File: src/rtl/pipeline_hazard_ctrl_pkg.sv
// Shared types for the hazard sequencer: state encoding, control bundle and the
// canned control patterns the sequencer chooses between.
package pipeline_hazard_ctrl_pkg;

  localparam int REG_ADDR_WIDTH = 5;

  typedef enum logic [1:0] {
    RUN      = 2'd0,
    LU_STALL = 2'd1,
    REFILL   = 2'd2,
    MEM_WAIT = 2'd3
  } hazard_state_e;

  typedef struct packed {
    logic pc_en;
    logic if_id_en;
    logic if_id_flush;
    logic id_ex_en;
    logic id_ex_flush;
    logic ex_mem_en;
  } hazard_ctrl_t;

  // Bit order follows the struct: pc_en, if_id_en, if_id_flush, id_ex_en, id_ex_flush, ex_mem_en
  localparam hazard_ctrl_t CTRL_ADVANCE      = 6'b110101;
  localparam hazard_ctrl_t CTRL_REDIRECT     = 6'b111111;
  localparam hazard_ctrl_t CTRL_LOAD_USE     = 6'b000111;
  localparam hazard_ctrl_t CTRL_FETCH_BUBBLE = 6'b011101;
  localparam hazard_ctrl_t CTRL_FREEZE       = 6'b000000;
  localparam hazard_ctrl_t CTRL_RESET        = 6'b001010;

endpackage

File: src/rtl/load_use_detector.sv
// Combinational load-use compare between the ID source registers and the EX load
// destination; x0 never produces a hazard.
module load_use_detector
  import pipeline_hazard_ctrl_pkg::*;
(
  input  logic [REG_ADDR_WIDTH-1:0] rs1_addr,
  input  logic [REG_ADDR_WIDTH-1:0] rs2_addr,
  input  logic                      uses_rs1,
  input  logic                      uses_rs2,
  input  logic                      mem_read,
  input  logic [REG_ADDR_WIDTH-1:0] rd_addr,
  output logic                      load_use
);

  logic rd_nonzero;
  logic rs1_hit;
  logic rs2_hit;

  assign rd_nonzero = (rd_addr != '0);
  assign rs1_hit    = uses_rs1 && (rs1_addr == rd_addr);
  assign rs2_hit    = uses_rs2 && (rs2_addr == rd_addr);
  assign load_use   = mem_read && rd_nonzero && (rs1_hit || rs2_hit);

endmodule

File: src/rtl/pipeline_hazard_ctrl.sv
// Stall/flush sequencer for the 5-stage core. Optional perf counters are built
// only when HAZARD_PERF_CNT_EN is defined.
module pipeline_hazard_ctrl
  import pipeline_hazard_ctrl_pkg::*;
#(
  parameter int CNT_WIDTH = 32
) (
  input  logic                      clk,
  input  logic                      rst,
  input  logic [REG_ADDR_WIDTH-1:0] id_rs1_addr_i,
  input  logic [REG_ADDR_WIDTH-1:0] id_rs2_addr_i,
  input  logic                      id_uses_rs1_i,
  input  logic                      id_uses_rs2_i,
  input  logic                      ex_MemRead_i,
  input  logic [REG_ADDR_WIDTH-1:0] ex_rd_addr_i,
  input  logic                      ex_redirect_i,
  input  logic                      imem_ready_i,
  input  logic                      dmem_busy_i,
  output logic                      pc_en_o,
  output logic                      if_id_en_o,
  output logic                      if_id_flush_o,
  output logic                      id_ex_en_o,
  output logic                      id_ex_flush_o,
  output logic                      ex_mem_en_o,
  output logic [1:0]                state_o,
  output logic [CNT_WIDTH-1:0]      stall_cnt_o,
  output logic [CNT_WIDTH-1:0]      flush_cnt_o
);

  hazard_state_e state_q;
  hazard_state_e state_d;
  hazard_ctrl_t  ctrl;
  hazard_ctrl_t  ctrl_out;
  logic          load_use;
  logic          lu_allowed;

  load_use_detector u_load_use_detector (
    .rs1_addr (id_rs1_addr_i),
    .rs2_addr (id_rs2_addr_i),
    .uses_rs1 (id_uses_rs1_i),
    .uses_rs2 (id_uses_rs2_i),
    .mem_read (ex_MemRead_i),
    .rd_addr  (ex_rd_addr_i),
    .load_use (load_use)
  );

  // MEM_WAIT releases under RUN rules; LU_STALL and REFILL mask detection
  assign lu_allowed = (state_q == RUN) || (state_q == MEM_WAIT);

  always_comb begin
    ctrl    = CTRL_ADVANCE;
    state_d = RUN;
    if (dmem_busy_i) begin
      ctrl    = CTRL_FREEZE;
      state_d = MEM_WAIT;
    end else if (ex_redirect_i) begin
      ctrl    = CTRL_REDIRECT;
      state_d = imem_ready_i ? RUN : REFILL;
    end else if (load_use && lu_allowed) begin
      ctrl    = CTRL_LOAD_USE;
      state_d = LU_STALL;
    end else if (!imem_ready_i) begin
      ctrl    = CTRL_FETCH_BUBBLE;
      state_d = (state_q == REFILL) ? REFILL : RUN;
    end
  end

  always_ff @(posedge clk or posedge rst) begin
    if (rst) begin
      state_q <= RUN;
    end else begin
      state_q <= state_d;
    end
  end

  assign ctrl_out      = rst ? CTRL_RESET : ctrl;
  assign pc_en_o       = ctrl_out.pc_en;
  assign if_id_en_o    = ctrl_out.if_id_en;
  assign if_id_flush_o = ctrl_out.if_id_flush;
  assign id_ex_en_o    = ctrl_out.id_ex_en;
  assign id_ex_flush_o = ctrl_out.id_ex_flush;
  assign ex_mem_en_o   = ctrl_out.ex_mem_en;
  assign state_o       = state_q;

`ifdef HAZARD_PERF_CNT_EN
  logic [CNT_WIDTH-1:0] stall_cnt_q;
  logic [CNT_WIDTH-1:0] flush_cnt_q;

  always_ff @(posedge clk or posedge rst) begin
    if (rst) begin
      stall_cnt_q <= '0;
      flush_cnt_q <= '0;
    end else begin
      if (!ctrl_out.pc_en) begin
        stall_cnt_q <= stall_cnt_q + CNT_WIDTH'(1);
      end
      if (ex_redirect_i && !dmem_busy_i) begin
        flush_cnt_q <= flush_cnt_q + CNT_WIDTH'(1);
      end
    end
  end

  assign stall_cnt_o = stall_cnt_q;
  assign flush_cnt_o = flush_cnt_q;
`else
  assign stall_cnt_o = '0;
  assign flush_cnt_o = '0;
`endif

endmodule

File: config.mk
export PLATFORM = sky130hd
export DESIGN_NAME = pipeline_hazard_ctrl
export DESIGN_NICKNAME = d
export VERILOG_FILES = /design/src/rtl/pipeline_hazard_ctrl_pkg.sv /design/src/rtl/load_use_detector.sv /design/src/rtl/pipeline_hazard_ctrl.sv
export SDC_FILE = /design/constraint.sdc
export NUM_CORES = 1
export LEC_CHECK = 0
export ABC_AREA = 1
export ABC_CLOCK_PERIOD_IN_PS = 1700
export BUFFER_PORTS_ARGS = -buffer_cell sky130_fd_sc_hd__buf_2
export CAP_MARGIN = 20
export CORE_MARGIN = 2
export CORE_UTILIZATION = 35
export CTS_BUF_LIST = sky130_fd_sc_hd__clkbuf_8
export CTS_CLUSTER_DIAMETER = 150
export CTS_CLUSTER_SIZE = 28
export DETAILED_ROUTE_END_ITERATION = 16
export GPL_TIMING_DRIVEN = 0
export PLACE_DENSITY = 0.82
export SETUP_SLACK_MARGIN = 0.2
export SYNTH_ARGS = -nofsm -noshare
export SYNTH_HDL_FRONTEND = slang
export SYNTH_SLANG_ARGS = --single-unit
File: constraint.sdc
create_clock -name clk -period 1.7 [get_ports clk]
set_input_delay 0.34 -clock clk [delete_from_list [all_inputs] [get_ports clk]]
set_output_delay 0.34 -clock clk [all_outputs]
set_load 0.01 [all_outputs]
; ---- Yosys cells after proc, flatten, opt, wreduce, memory -nomap -nowiden
; Cells that the tools add are included.
[op_classes]
reduce_logical = 9
n_eq_ne = 4
muxes = 11
[op_table]
columns = op, n
row1 = 6-bit 2-to-1 mux, 5
row2 = 2-bit 2-to-1 mux, 6
row3 = 5-bit equality test, 2
row4 = 1-bit logical AND, 5
row5 = 5-bit nonzero test, 1
row6 = "2-bit equality test, second input constant", 2
row7 = 2-bit zero test, 1
row8 = 1-bit logical OR, 2
[totals]
reg_bits = 2
elab_cells = 25
out_inout_bits = 72

; ---- Longest topological paths before layout
[depth]
depth_word = 9
depth_mapped = 10
depth_no_buf = 10

; ---- Cells and area by module
; Synthesis repeated with hierarchy kept, for this count alone.
[unflattened]
hier_cells = 147
area_unflattened_um2 = 879.6
[modules_own_cells]
columns = module, n_inst, cells_each, area_per_inst_um2
row1 = pipeline_hazard_ctrl, 1, 93, 663.1
row2 = load_use_detector, 1, 54, 216.5

; ---- Worst setup path after synthesis
; Ideal clock, no wire load.
[synth_path]
kind = reg2out
startpoint = register state_q[0], in the netlist state_o[0]
endpoint = output port pc_en_o
stages_incl_launch_ff = 8
arrival_ns = 1.143
setup_slack_ns = 0.217
cell_sequence = dfrtp_1 inv_1 ha_1 nand3_1 inv_1 nand3_2 nand2_1 nor2_1
[synth_between]
elab_chain_len = 7
[synth_lines]
columns = element, line_no
row1 = start: declaration, pipeline_hazard_ctrl.sv:30  ; hazard_state_e state_q;
row2 = start signal: assignment, pipeline_hazard_ctrl.sv:72  ; state_q <= state_d;
row3 = 2-bit equality test or 2-bit zero test (tied branches), pipeline_hazard_ctrl.sv:48  ; assign lu_allowed = (state_q == RUN) || (state_q == MEM_WAIT);
row4 = 1-bit logical OR (*), pipeline_hazard_ctrl.sv:48
row5 = 1-bit logical AND (*), pipeline_hazard_ctrl.sv:59  ; end else if (load_use && lu_allowed) begin
row6 = 6-bit 2-to-1 mux (*), pipeline_hazard_ctrl.sv:59
row7 = 6-bit 2-to-1 mux (*), pipeline_hazard_ctrl.sv:56  ; end else if (ex_redirect_i) begin
row8 = 6-bit 2-to-1 mux (*), pipeline_hazard_ctrl.sv:53  ; if (dmem_busy_i) begin
row9 = 6-bit 2-to-1 mux (*), pipeline_hazard_ctrl.sv:76  ; assign ctrl_out = rst ? CTRL_RESET : ctrl;
row10 = end: declaration, pipeline_hazard_ctrl.sv:19  ; output logic pc_en_o,
; Mark *: on every way between the ends. The rest lies on a longest branch, timed or not.

; ---- Final worst setup path
[layout_path]
startpoint = register state_q[1], in the netlist state_o[1]
endpoint = output port pc_en_o
; Same word-level chain as after synthesis.

==> reports/metrics.cfg <==
[status]
outcome=complete, no violations

[floorplan]
io-pin-count=95
core.rowCount=17
core_mm2=0.00228
initial_core_util_pct=37.9
die_y_um=53.7
dieWidth_um=53.7
die-area_mm2=0.00288

[timing]
fin_skew_ps=0.691
holdWs_ps=11.7
setup_viol=0
finalSetupTns_ps=0
rsz0062_at_grt=true
final_max_slew_viol_count=0
fin_crit_sh_pct=99.3
fmax_ghz=0.592
hold_viol=0
min_period_ps=1690

[setup_path]
end_kind=primary output
start_kind=register
critPathKind=reg2out
worstPathArrival_ps=1350
cp.required_ps=1360
cp_max_fo=3

[cells_and_area]
largest_reg_flops=2
n_antenna_cell=0
design_area_mm2=0.00138
stdcell_count=273
fin_nets=271
drive_gt1_share_pct=45.7
area_growth_pct=59.9

[power_and_ir_drop]
clkPwrFrac_pct=34.0
power_report.internal_total_uw=350
switchingPower_uw=183
switching_share_pct=34.3
peakVddDrop_mv=0.304
powerDensity_mw_per_mm2=386
leakagePower_nw=0.995
pwr-share-seq_pct=10.0
comb_power_share_pct=56.0
total_power_uw=533

[grt]
gr-total-overflow=0
grt_max_degree=6
grt_pass1_wl_mm=2.35
grt_pass1_vias=649
track_usage_pct=10.9
grt_antenna_before_repair=0

[placed_design]
dp_hpwl_mm=1.64
globalplace.congestion=0.740
io_buffers=30
place_inst=268
placed_area_mm2=0.00128

[clock_network]
root_buffer=clkbuf_8
clk_pin_slew_worst_paths_ps=30
clock_path_buffers=2
tritoncts=done
htree_levels=1
clock_latency_ps=200
cts_buffers=3
clock-sinks=2
cts_hold_buffers=0

[hold_path]
holdCritPathClass=in2async

[routing]
drt_iter0_markers=12
wire_per_inst_um=6.51
postRouteAntennaNets=0
dr.pass1.iters=4
drc=0
vias_per_cell=3.18
drt-total-wl_mm=1.78
routed-via-count=868

[synthesis]
postSynthAreaPerCell_um2=5.87
synth-seq-area-share_pct=5.80
ys_types=12
syn_area_um2=863
yosys_warnings=0
synthCells=147
postSynthRegisterBits=2

[job]
drv_cap=0

==> worst paths after layout <==
check                      cells after the start                   end            startpoint  slack (ps)
setup / recovery                               7               pc_en_o  state_o[1]$_DFF_PP0_          10
hold / removal                                 2  state_o[1]$_DFF_PP0_                   rst          10
setup reg to reg                               8  state_o[1]$_DFF_PP0_  state_o[1]$_DFF_PP0_         340
hold reg to reg                                5  state_o[1]$_DFF_PP0_  state_o[1]$_DFF_PP0_         750
max in group asynchronous                      2  state_o[0]$_DFF_PP0_                   rst        1550
min in group clk                               3  state_o[0]$_DFF_PP0_           dmem_busy_i         410
==> layer usage <==
metal,GRT usage (%),share of wire [%],up-vias
met4,5.13,1.4,0
met2,23.0,52,53
met3,1.94,14,2
li1,-,-,496
met5,0,0,-
met1,9.62,32,317
==> logic make-up (layout without fill, tap and decap cells) <==
kind of cell | Yosys count | count (layout) | share of synthesized area (%)
and+or+nand+nor | 59 | 59 | 27.5
DFF | 2 | 2 | 5.80
other | 1 | 64 | 0.434
adders and majority gates | 1 | 1 | 1.45
buffers and inverters | 84 | 119 | 64.8
==> layout by cell type, fill, tap and decap left out, drive strengths merged <==
| cell | instances |
|---|---|
| nor2 | 14 |
| buf | 97 |
| dfrtp | 2 |
| nand2 | 39 |
| inv | 19 |
| ha | 1 |
| nand3 | 5 |
| nand4 | 1 |
| conb | 64 |
| clkbuf | 3 |
==> critical path, cell delays in order (launching register included) <==
cell and delay [ps]:
dfrtp_1 390, ha_4 270, nand3_2 70, inv_2 80, nand3_4 80, nand2_2 80
nor2_1 40, buf_2 130
==> through the flow <==
step                      setup slack, ps  util (%)
after floorplan                       217         -
after global placement                113      56.5
after detailed placement             97.7      56.5
after CTS                            15.4      60.0
after global routing                -93.0      60.6
final                                12.1      60.6
==> power by group through the flow <==
stage	clock [mW]	combinational (mW)	sequential, mW
3_5_place_dp	0	0.281	0.0529
2_1_floorplan	0	0.228	0.0544
4_1_cts	0.183	0.290	0.0532
5_1_grt	0.190	0.335	0.0536
6_report	0.181	0.299	0.0533
3_3_place_gp	0	0.278	0.0527
==> area by class of cell <==
cell class / count / area (µm²)
inverters: 19 / 71.3
well taps: 28 / 35.0
fillers: 246 / 896
flip-flops and latches: 2 / 50.0
repair buffers: 32 / 171
plain buffers: 65 / 488
clock buffers: 3 / 41.3
multi-input cells: 124 / 523
==> timing repair <==
action | 4_1_cts | 5_1_grt
cloned | 0 | 0
pin swaps | 3 | 1
buffers inserted | 1 | 1
resized for setup | 6 | 3
endpoints found under the setup margin | 4 | 4
==> Yosys cell counts <==
| library cell | number | area [µm²] |
|---|---|---|
| buf_4 | 65 | 488 |
| nand3_1 | 4 | 20.0 |
| nand4_1 | 1 | 6.26 |
| dfrtp_1 | 2 | 50.1 |
| nand2_2 | 1 | 6.26 |
| inv_1 | 16 | 60.1 |
| ha_1 | 1 | 12.5 |
| conb_1 | 1 | 3.75 |
| nand3_2 | 1 | 10.0 |
| inv_2 | 3 | 11.3 |
| nor2_1 | 14 | 52.6 |
| nand2_1 | 38 | 143 |
(Power assumes the default switching activity.)
